<file path="config.mk">
export PLATFORM = sky130hd
export DESIGN_NAME = seq_shift_unit
export DESIGN_NICKNAME = d
export VERILOG_FILES = /design/src/rtl/shift_pkg.sv /design/src/rtl/shift_stage.sv /design/src/rtl/seq_shift_unit.sv
export SDC_FILE = /design/constraint.sdc
export NUM_CORES = 1
export LEC_CHECK = 0
export ABC_AREA = 1
export BUFFER_PORTS_ARGS = -buffer_cell sky130_fd_sc_hd__buf_2
export CORE_AREA = 3 3 116 118
export CTS_CLUSTER_DIAMETER = 60
export DETAILED_ROUTE_END_ITERATION = 8
export DIE_AREA = 0 0 119 121
export HOLD_SLACK_MARGIN = 0.1
export PLACE_DENSITY = 0.77
export SYNTH_ARGS = -nofsm -noshare
export SYNTH_HDL_FRONTEND = slang
export SYNTH_SLANG_ARGS = --single-unit
export TNS_END_PERCENT = 100
</file>
<file path="constraint.sdc">
create_clock -name clk -period 2.25 [get_ports clk]
set_input_delay 0.3375 -clock clk [delete_from_list [all_inputs] [get_ports clk]]
set_output_delay 0.3375 -clock clk [all_outputs]
set_load 0.03 [all_outputs]
</file>
<file path="src/rtl/shift_pkg.sv">
// Shared definitions for the sequential shift unit.
//   WIDTH_DEF      : default operand width
//   MODE_*         : shift mode encodings carried on in_mode
//   state_t        : control FSM states
package shift_pkg;

  localparam int WIDTH_DEF = 32;

  localparam logic [1:0] MODE_SRL = 2'b00;
  localparam logic [1:0] MODE_SLL = 2'b01;
  localparam logic [1:0] MODE_SRA = 2'b10;
  localparam logic [1:0] MODE_RSV = 2'b11;

  typedef enum logic [1:0] {
    IDLE  = 2'd0,
    SHIFT = 2'd1,
    DONE  = 2'd2
  } state_t;

endpackage

</file>
<file path="src/rtl/shift_stage.sv">
// Single-stride shifter: applies a shift of 2^stage in the selected mode.
// Purely combinational; the top steps "stage" down one per clock.
//   din   : value to shift
//   stage : stride exponent (stride = 2^stage)
//   apply : 1 = shift, 0 = pass din through
//   mode  : MODE_SLL shifts left, anything else shifts right
//   fill  : bit shifted in from the top on right shifts
//   dout  : result
module shift_stage
  import shift_pkg::*;
#(
  parameter int WIDTH   = WIDTH_DEF,
  parameter int SHAMT_W = $clog2(WIDTH)
) (
  input  logic [WIDTH-1:0]   din,
  input  logic [SHAMT_W-1:0] stage,
  input  logic               apply,
  input  logic [1:0]         mode,
  input  logic               fill,
  output logic [WIDTH-1:0]   dout
);

  logic [SHAMT_W-1:0] stride;
  logic [WIDTH-1:0]   fill_mask;

  // stage <= SHAMT_W-1, so 2^stage <= WIDTH/2 always fits in SHAMT_W bits.
  assign stride    = SHAMT_W'(1) << stage;
  // Ones in exactly the top 'stride' bit positions vacated by a right shift.
  assign fill_mask = ~({WIDTH{1'b1}} >> stride);

  always_comb begin
    dout = din;
    if (apply) begin
      if (mode == MODE_SLL) dout = din << stride;
      else                  dout = (din >> stride) | (fill ? fill_mask : '0);
    end
  end

endmodule

</file>
<file path="src/rtl/seq_shift_unit.sv">
// Multi-cycle variable shift unit (sll/srl/sra and variable forms).
// The amount is decomposed into strides 2^(SHAMT_W-1) .. 1, one per clock,
// so a normal request always takes SHAMT_W cycles regardless of amount.
//   clk, rst_n          : clock, async active-low reset
//   in_valid/in_ready   : request handshake (ready only while IDLE)
//   in_a, in_shamt      : operand and shift amount
//   in_mode             : 00 srl, 01 sll, 10 sra, 11 reserved (result 0)
//   in_enable           : 0 = bypass, result is in_a
//   out_valid/out_ready : result handshake (valid only while DONE)
//   out_b               : result, held stable while DONE
module seq_shift_unit
  import shift_pkg::*;
#(
  parameter int WIDTH   = WIDTH_DEF,
  parameter int SHAMT_W = $clog2(WIDTH)
) (
  input  logic               clk,
  input  logic               rst_n,
  input  logic               in_valid,
  output logic               in_ready,
  input  logic [WIDTH-1:0]   in_a,
  input  logic [SHAMT_W-1:0] in_shamt,
  input  logic [1:0]         in_mode,
  input  logic               in_enable,
  output logic               out_valid,
  input  logic               out_ready,
  output logic [WIDTH-1:0]   out_b
);

  state_t             state;
  logic [WIDTH-1:0]   work;
  logic [WIDTH-1:0]   shifted;
  logic [SHAMT_W-1:0] shamt_q;
  logic [SHAMT_W-1:0] stage;
  logic [1:0]         mode_q;
  logic               sign_q;

  assign in_ready  = (state == IDLE);
  assign out_valid = (state == DONE);

  shift_stage #(.WIDTH(WIDTH), .SHAMT_W(SHAMT_W)) u_stage (
    .din   (work),
    .stage (stage),
    .apply (shamt_q[stage]),
    .mode  (mode_q),
    .fill  (sign_q & (mode_q == MODE_SRA)),
    .dout  (shifted)
  );

  always_ff @(posedge clk or negedge rst_n) begin
    if (!rst_n) begin
      state   <= IDLE;
      work    <= '0;
      shamt_q <= '0;
      stage   <= '0;
      mode_q  <= MODE_SRL;
      sign_q  <= 1'b0;
      out_b   <= '0;
    end else begin
      case (state)
        IDLE: if (in_valid) begin
          shamt_q <= in_shamt;
          mode_q  <= in_mode;
          sign_q  <= in_a[WIDTH-1];
          if (!in_enable) begin
            out_b <= in_a;
            state <= DONE;
          end else if (in_mode == MODE_RSV) begin
            out_b <= '0;
            state <= DONE;
          end else begin
            work  <= in_a;
            stage <= SHAMT_W'(SHAMT_W - 1);
            state <= SHIFT;
          end
        end
        SHIFT: begin
          work <= shifted;
          if (stage == '0) begin
            out_b <= shifted;
            state <= DONE;
          end else begin
            stage <= stage - SHAMT_W'(1);
          end
        end
        DONE: if (out_ready) state <= IDLE;
        default: state <= IDLE;
      endcase
    end
  end

endmodule

</file>
* Yosys cells after proc, flatten, opt, wreduce, memory -nomap -nowiden
Index checks and enable logic that the tools add are counted.
** Storage, ports and cells
- Register bits after elaboration :: 79
- Bits in latches :: 0
- RAM bits :: 0
- Bits in read-only memories :: 0
- Input port bits :: 44
- Output and inout bits :: 34
- Word-level logic and storage cells :: 61
- Memories kept :: 0
** Operators by class
- Add/sub/neg operators :: 1
- Multipliers :: 0
- Div/mod/pow operators :: 0
- $lt $le $gt $ge :: 1
- Equality and inequality tests :: 12
- Shifts and indexed selects :: 4
- Muxes and demuxes :: 25
- Bitwise gates (word level) :: 3
- Reductions and logical operators :: 8
** Operator list (count)
- $mux 32 :: 10
- $pmux 32 s2 :: 2
- $not 32->32 :: 1
- $or 32x32->32 :: 1
- $shl 32x5->32 :: 1
- $shr 32x5->32 :: 1
- $shr 32x5->32 const A :: 1
- $mux 5 :: 4
- $mux 2 :: 5
- $pmux 5 s2 :: 1
- $ne 2x2->1 const B :: 4
- $reduce_and 4->1 :: 2
- $eq 2x2->1 const B :: 3
- $pmux 2 s3 :: 1
- $logic_not 5->1 :: 1
- $lt 5x4->1 const B :: 1
- $reduce_and 5->1 :: 1
- $shl 1x5->5 const A :: 1
- $sub 5x1->5 const B :: 1
- $eq 2x1->1 const B :: 2
- $ne 2x1->1 const B :: 2
- $bmux 1 s3 :: 1
- $ne 3x2->1 const B :: 1
- $reduce_and 3->1 :: 1
- other kinds (5) :: 5

* Logic depth before layout (Yosys ltp)
- Word-level depth :: 9
- Gate-level depth with buffers :: 18

* By module
From an unflattened synthesis, not the netlist that was laid out.
** Unflattened totals
- Cells, all modules :: 1379
- Area, all modules :: 7771.2 um^2
** Modules (own cells, without submodules)
- seq_shift_unit :: times used 1, cells each 590, area each 4224.1 um^2
- shift_stage :: times used 1, cells each 789, area each 3547.2 um^2

* Least setup slack after synthesis
Ideal clock, no wire load.
- Kind :: register to register
- Start point :: register state[0]
- End point :: register stage[4]
- Arrival :: 1.995 ns
- Data required time :: 2.124 ns
- Path slack :: 0.129 ns
- Stages on the path, launching flop included :: 13
- Path buffers :: 0
- Cell sequence :: dfrtp_1 -> nor2_1 -> nand2_1 -> nand2_1 -> o21ai_2 -> nor2_1 -> inv_1 -> nand2_1 -> inv_2 -> nor3_2 -> nand2_1 -> o21ai_0 -> a21oi_1
** Between the ends
- Word-level cells in the longest chain between the ends :: 3
- Elaborated cells on any way between the ends :: 9
- Classes of those cells :: eq/ne: 5; mux: 1; reduce/logical: 3
** RTL lines
- start: declaration :: line seq_shift_unit.sv:30 : state_t state;
- start signal: assignment :: line seq_shift_unit.sv:52 : state <= IDLE;
- start signal: assignment :: line seq_shift_unit.sv:67 : state <= DONE;
- start signal: assignment :: line seq_shift_unit.sv:70 : state <= DONE;
- $logic_not 2->1 (*)
- net in_ready :: line seq_shift_unit.sv:20 : output logic in_ready,
- $ne 2x2->1 (no line), or another cell as far along
- $reduce_and 5->1 (no line)
- end signal: assignment :: line seq_shift_unit.sv:73 : stage <= SHAMT_W'(SHAMT_W - 1);
- end signal: assignment :: line seq_shift_unit.sv:83 : stage <= stage - SHAMT_W'(1);
- end: declaration :: line seq_shift_unit.sv:34 : logic [SHAMT_W-1:0] stage;
Mark *: on every way through the listed nets, which the timed path passes. The rest lies on a longest branch.
A chain may end at the register's enable or synchronous reset.

* Worst setup path in the final report
- Start point :: register stage[0]
- End point :: register work[7]
** Between the ends
- Word-level cells in the longest chain between the ends :: 8
- Elaborated cells on any way between the ends :: 12
- Classes of those cells :: shift: 4; mux: 6; bitwise: 2
** RTL lines
- $shl 1x5->5 :: line shift_stage.sv:27 : assign stride = SHAMT_W'(1) << stage;
- $shr 32x5->32 :: line shift_stage.sv:29 : assign fill_mask = ~({WIDTH{1'b1}} >> stride);
- $not 32->32 :: line shift_stage.sv:29
- $mux 32 :: line shift_stage.sv:35 : else dout = (din >> stride) | (fill ? fill_mask : '0);
- $or 32x32->32 :: line shift_stage.sv:35
- $mux 32 :: line shift_stage.sv:34 : if (mode == MODE_SLL) dout = din << stride;
- $mux 32 (*) :: line shift_stage.sv:33 : if (apply) begin
- $pmux 32 s2 (*) :: line seq_shift_unit.sv:60 : case (state)
- end signal: assignment :: line seq_shift_unit.sv:72 : work <= in_a;
- end signal: assignment :: line seq_shift_unit.sv:78 : work <= shifted;
- end: declaration :: line seq_shift_unit.sv:31 : logic [WIDTH-1:0] work;
Mark *: on every way between the ends. The rest lies on a longest branch, timed or not. The select of a mux whose other input is x is not followed.

==> flow_summary_export.csv <==
group,metric,value,unit
run_status,status,"finished, violations left",
run_status,violations,"negative setup slack",
yosys,synthMuxAreaShare,0.897,%
route,wl,36.1,mm
cts,htreeDepth,3,
route,vias_per_cell,6.74,
yosys,syn_area_per_cell,6.27,um^2
route,ant_nets,0,
worst_setup_path,critPathMaxStageDelay,0.49,ns
worst_setup_path,cp_max_fo,7,
grt,grt_max_degree,66,
cts,clockBufferDepth,2,
cts,cts_tree,"built",
timing,setup_viol,47,
cts,cts_made_buffers,9,
worst_setup_path,cp-start-kind,"flip-flop",
finish,fill_cells,826,
timing,drv_slew,0,
yosys,async_flop_share,100,%
worst_setup_path,crit_type,"reg2reg",
timing,fin_ws,-0.169,ns
route,vias,10300,
finish,final_nets,1398,
floorplanning,die_area,14400,um^2
yosys,synth-xor-area-share,0,%
worst_setup_path,cp_top_family,"simple AND/OR/NAND/NOR gates",
finish,area_growth,35.1,%
worst_hold_path,worst_hold_path_type,"in2reg",
route,drc_errors,0,
yosys,yosys_warnings,0,
timing,worst_pin_slew,0.680,ns
grt,grt_pass1_vias,9008,
route,drt_iter0_drc,1903,
grt,gr-total-overflow,0,
timing,post-route-period-util,108,%
grt,antenna_found_initial,2,
floorplanning,std_cell_rows,41,
place,hpwl,23.6,mm
floorplanning,start_util,59.9,%
timing,worst_hold_slack,0.174,ns
worst_setup_path,worst-path-buf-inv,2,
yosys,synth_edf_count,0,
cts,cts_root_buf,"clkbuf_16",
timing,hold_viol,0,
yosys,ys_seq_elements,79,
place,finalWeightedCongestion,1.18,
route,post_drt_wl_per_cell,23.6,um
yosys,synth-compound-area-share,16.9,%
yosys,synth_cell_types,42,
yosys,synth_top_family_by_area,"simple AND/OR/NAND/NOR gates",
cts,numClockSinks,79,
yosys,synthFlopType,"dfrtp_1",
yosys,synth_cells,1202,
timing,fmax,413,MHz
grt,grt_pass1_wl,49.8,mm
floorplanning,fp.dieH,121,um
worst_setup_path,endpoint_kind,"flip-flop",
yosys,seq_area_frac_synth,26.2,%
yosys,synth_fp_nets,1248,
timing,fin_skew,0.0163,ns
floorplanning,top_level_ports,78,
floorplanning,chipWidth,119,um
yosys,synth_fa_ha_area_share,0.332,%
yosys,synth-simple-area-share,43.4,%
cts,clkSlewWorstSetupHoldPaths,0.06,ns
worst_setup_path,cp_data_arrival_time,2.70,ns
grt,grt_use_total,44.4,%
timing,relSlewSlack,54.7,%
finish,drive_gt1_share,36.8,%
route,drt_pass1_iterations,9,
worst_setup_path,cp.required,2.53,ns
run,cap_violations,0,
worst_setup_path,cp_slowest_cell,"dfrtp_2",
timing,rsz0062_at_grt,"yes",
floorplanning,core_area,12600,um^2
worst_setup_path,crit_chain,"nor2_8, buf_6, buf_4, nand4_1, nand2_1, nand2_1, nand3_1, nand3_2, nand2_2, nand2_1, nand2_1, nand2_1, nand2_1, nand2_2, a21oi_2",
cts,clk_latency,0.35,ns
timing,fin_crit,2.42,ns
place,port_buffers,77,
yosys,netlist_area,7530,um^2
worst_setup_path,cpMostUsedCell,"nand2_1",
-- routing by layer --
| metal | GRT usage (%) | vias up | part of all wire, % |
|---|---|---|---|
| met1 | 58.0 | 4681 | 35 |
| met5 | 1.10 | - | 0.042 |
| met3 | 14.1 | 313 | 16 |
| met2 | 65.1 | 1018 | 41 |
| met4 | 24.7 | 2 | 7.9 |
| li1 | - | 4300 | - |
-- kinds of logic after synthesis --
kind of cell,count (synthesis)
simple gates,701
compound gates,211
buf+inv,203
flops,79
mux,6
fa+ha+maj,2
-- final timing paths --
path / start / endpoint / slack, ns / cells after the start
hold reg to reg: shamt_q[4] / shamt_q[4] / 0.52 / 1
max in group asynchronous: rst_n / out_b[19] / 1.03 / 3
setup reg to reg: stage[0] / work[7] / -0.17 / 15
setup / recovery: stage[0] / work[7] / -0.17 / 15
hold / removal: out_ready / state[1] / 0.17 / 2
min in group asynchronous: rst_n / work[4] / 0.55 / 2
-- what timing repair did --
item,CTS,global route
pin swaps,4,48
buffers inserted,7,25
endpoints found under the hold margin,45,0
cloned,0,3
setup endpoints to repair,35,65
resized for setup,15,209
hold buffers,1,0
-- metrics by stage --
step                setup WS [ns]  setup TNS, ns  util, %  instances  cell area, um^2
finish                     -0.169          -2.67     81.0       1530            10200
global route               -0.221          -6.68     81.0       1529            10200
CTS                       0.00831              0     72.0       1501             9050
detailed placement        -0.0546         -0.498     68.7       1477             8640
global placement         -0.00715        -0.0100     68.7       1477             8640
floorplan                   0.129              0        -       1202             7530
-- cell usage after synthesis, types with 17 or more instances --
cell      instances  area, um^2
o21ai_0          43         215
dfrtp_1          79        1980
buf_2            25         125
a31oi_1          34         213
nand4_1          36         225
a21oi_1          81         405
nand3_1         198         991
buf_4            17         128
a21boi_1         17         128
inv_1           116         435
clkbuf_1         26        97.6
nor2_1           53         199
nand2_1         365        1370
nand3_2          17         170
-- layout by cell type, fill, tap and decap left out, drive strengths merged, types with 2 or more instances in the layout --
| cell type | Yosys | layout |
|---|---|---|
| a21boi | 25 | 25 |
| a21oi | 89 | 89 |
| a31oi | 34 | 34 |
| buf | 50 | 211 |
| clkbuf | 26 | 13 |
| clkinvlp | 0 | 4 |
| dfrtp | 79 | 79 |
| ha | 2 | 2 |
| inv | 127 | 127 |
| mux2 | 6 | 6 |
| nand2 | 384 | 384 |
| nand3 | 216 | 216 |
| nand4 | 36 | 36 |
| nor2 | 61 | 61 |
| nor3 | 2 | 2 |
| o211ai | 5 | 5 |
| o21ai | 50 | 50 |
| o21bai | 2 | 2 |
| o22ai | 2 | 2 |
| o31ai | 3 | 3 |
-- flip-flops by register name (all words and copies together), names as in the netlist --
signal / count
sign_q: 1
work: 32
state: 2
out_b: 32
mode_q: 2
shamt_q: 5
stage: 5
-- cell type report --
type	instances	area (um^2)	area share, %
Antenna cell	1	2.50	0.0246
Sequential cell	79	1980	19.5
Timing Repair Buffer	215	1770	17.4
Inverter	127	488	4.79
Clock inverter	6	70.1	0.688
Tap cell	172	215	2.11
Multi-Input combinational cell	920	5420	53.3
Clock buffer	10	229	2.25
Power is not shown: default switching activity piles up to over one toggle a cycle in this logic, so the estimate is an artifact.
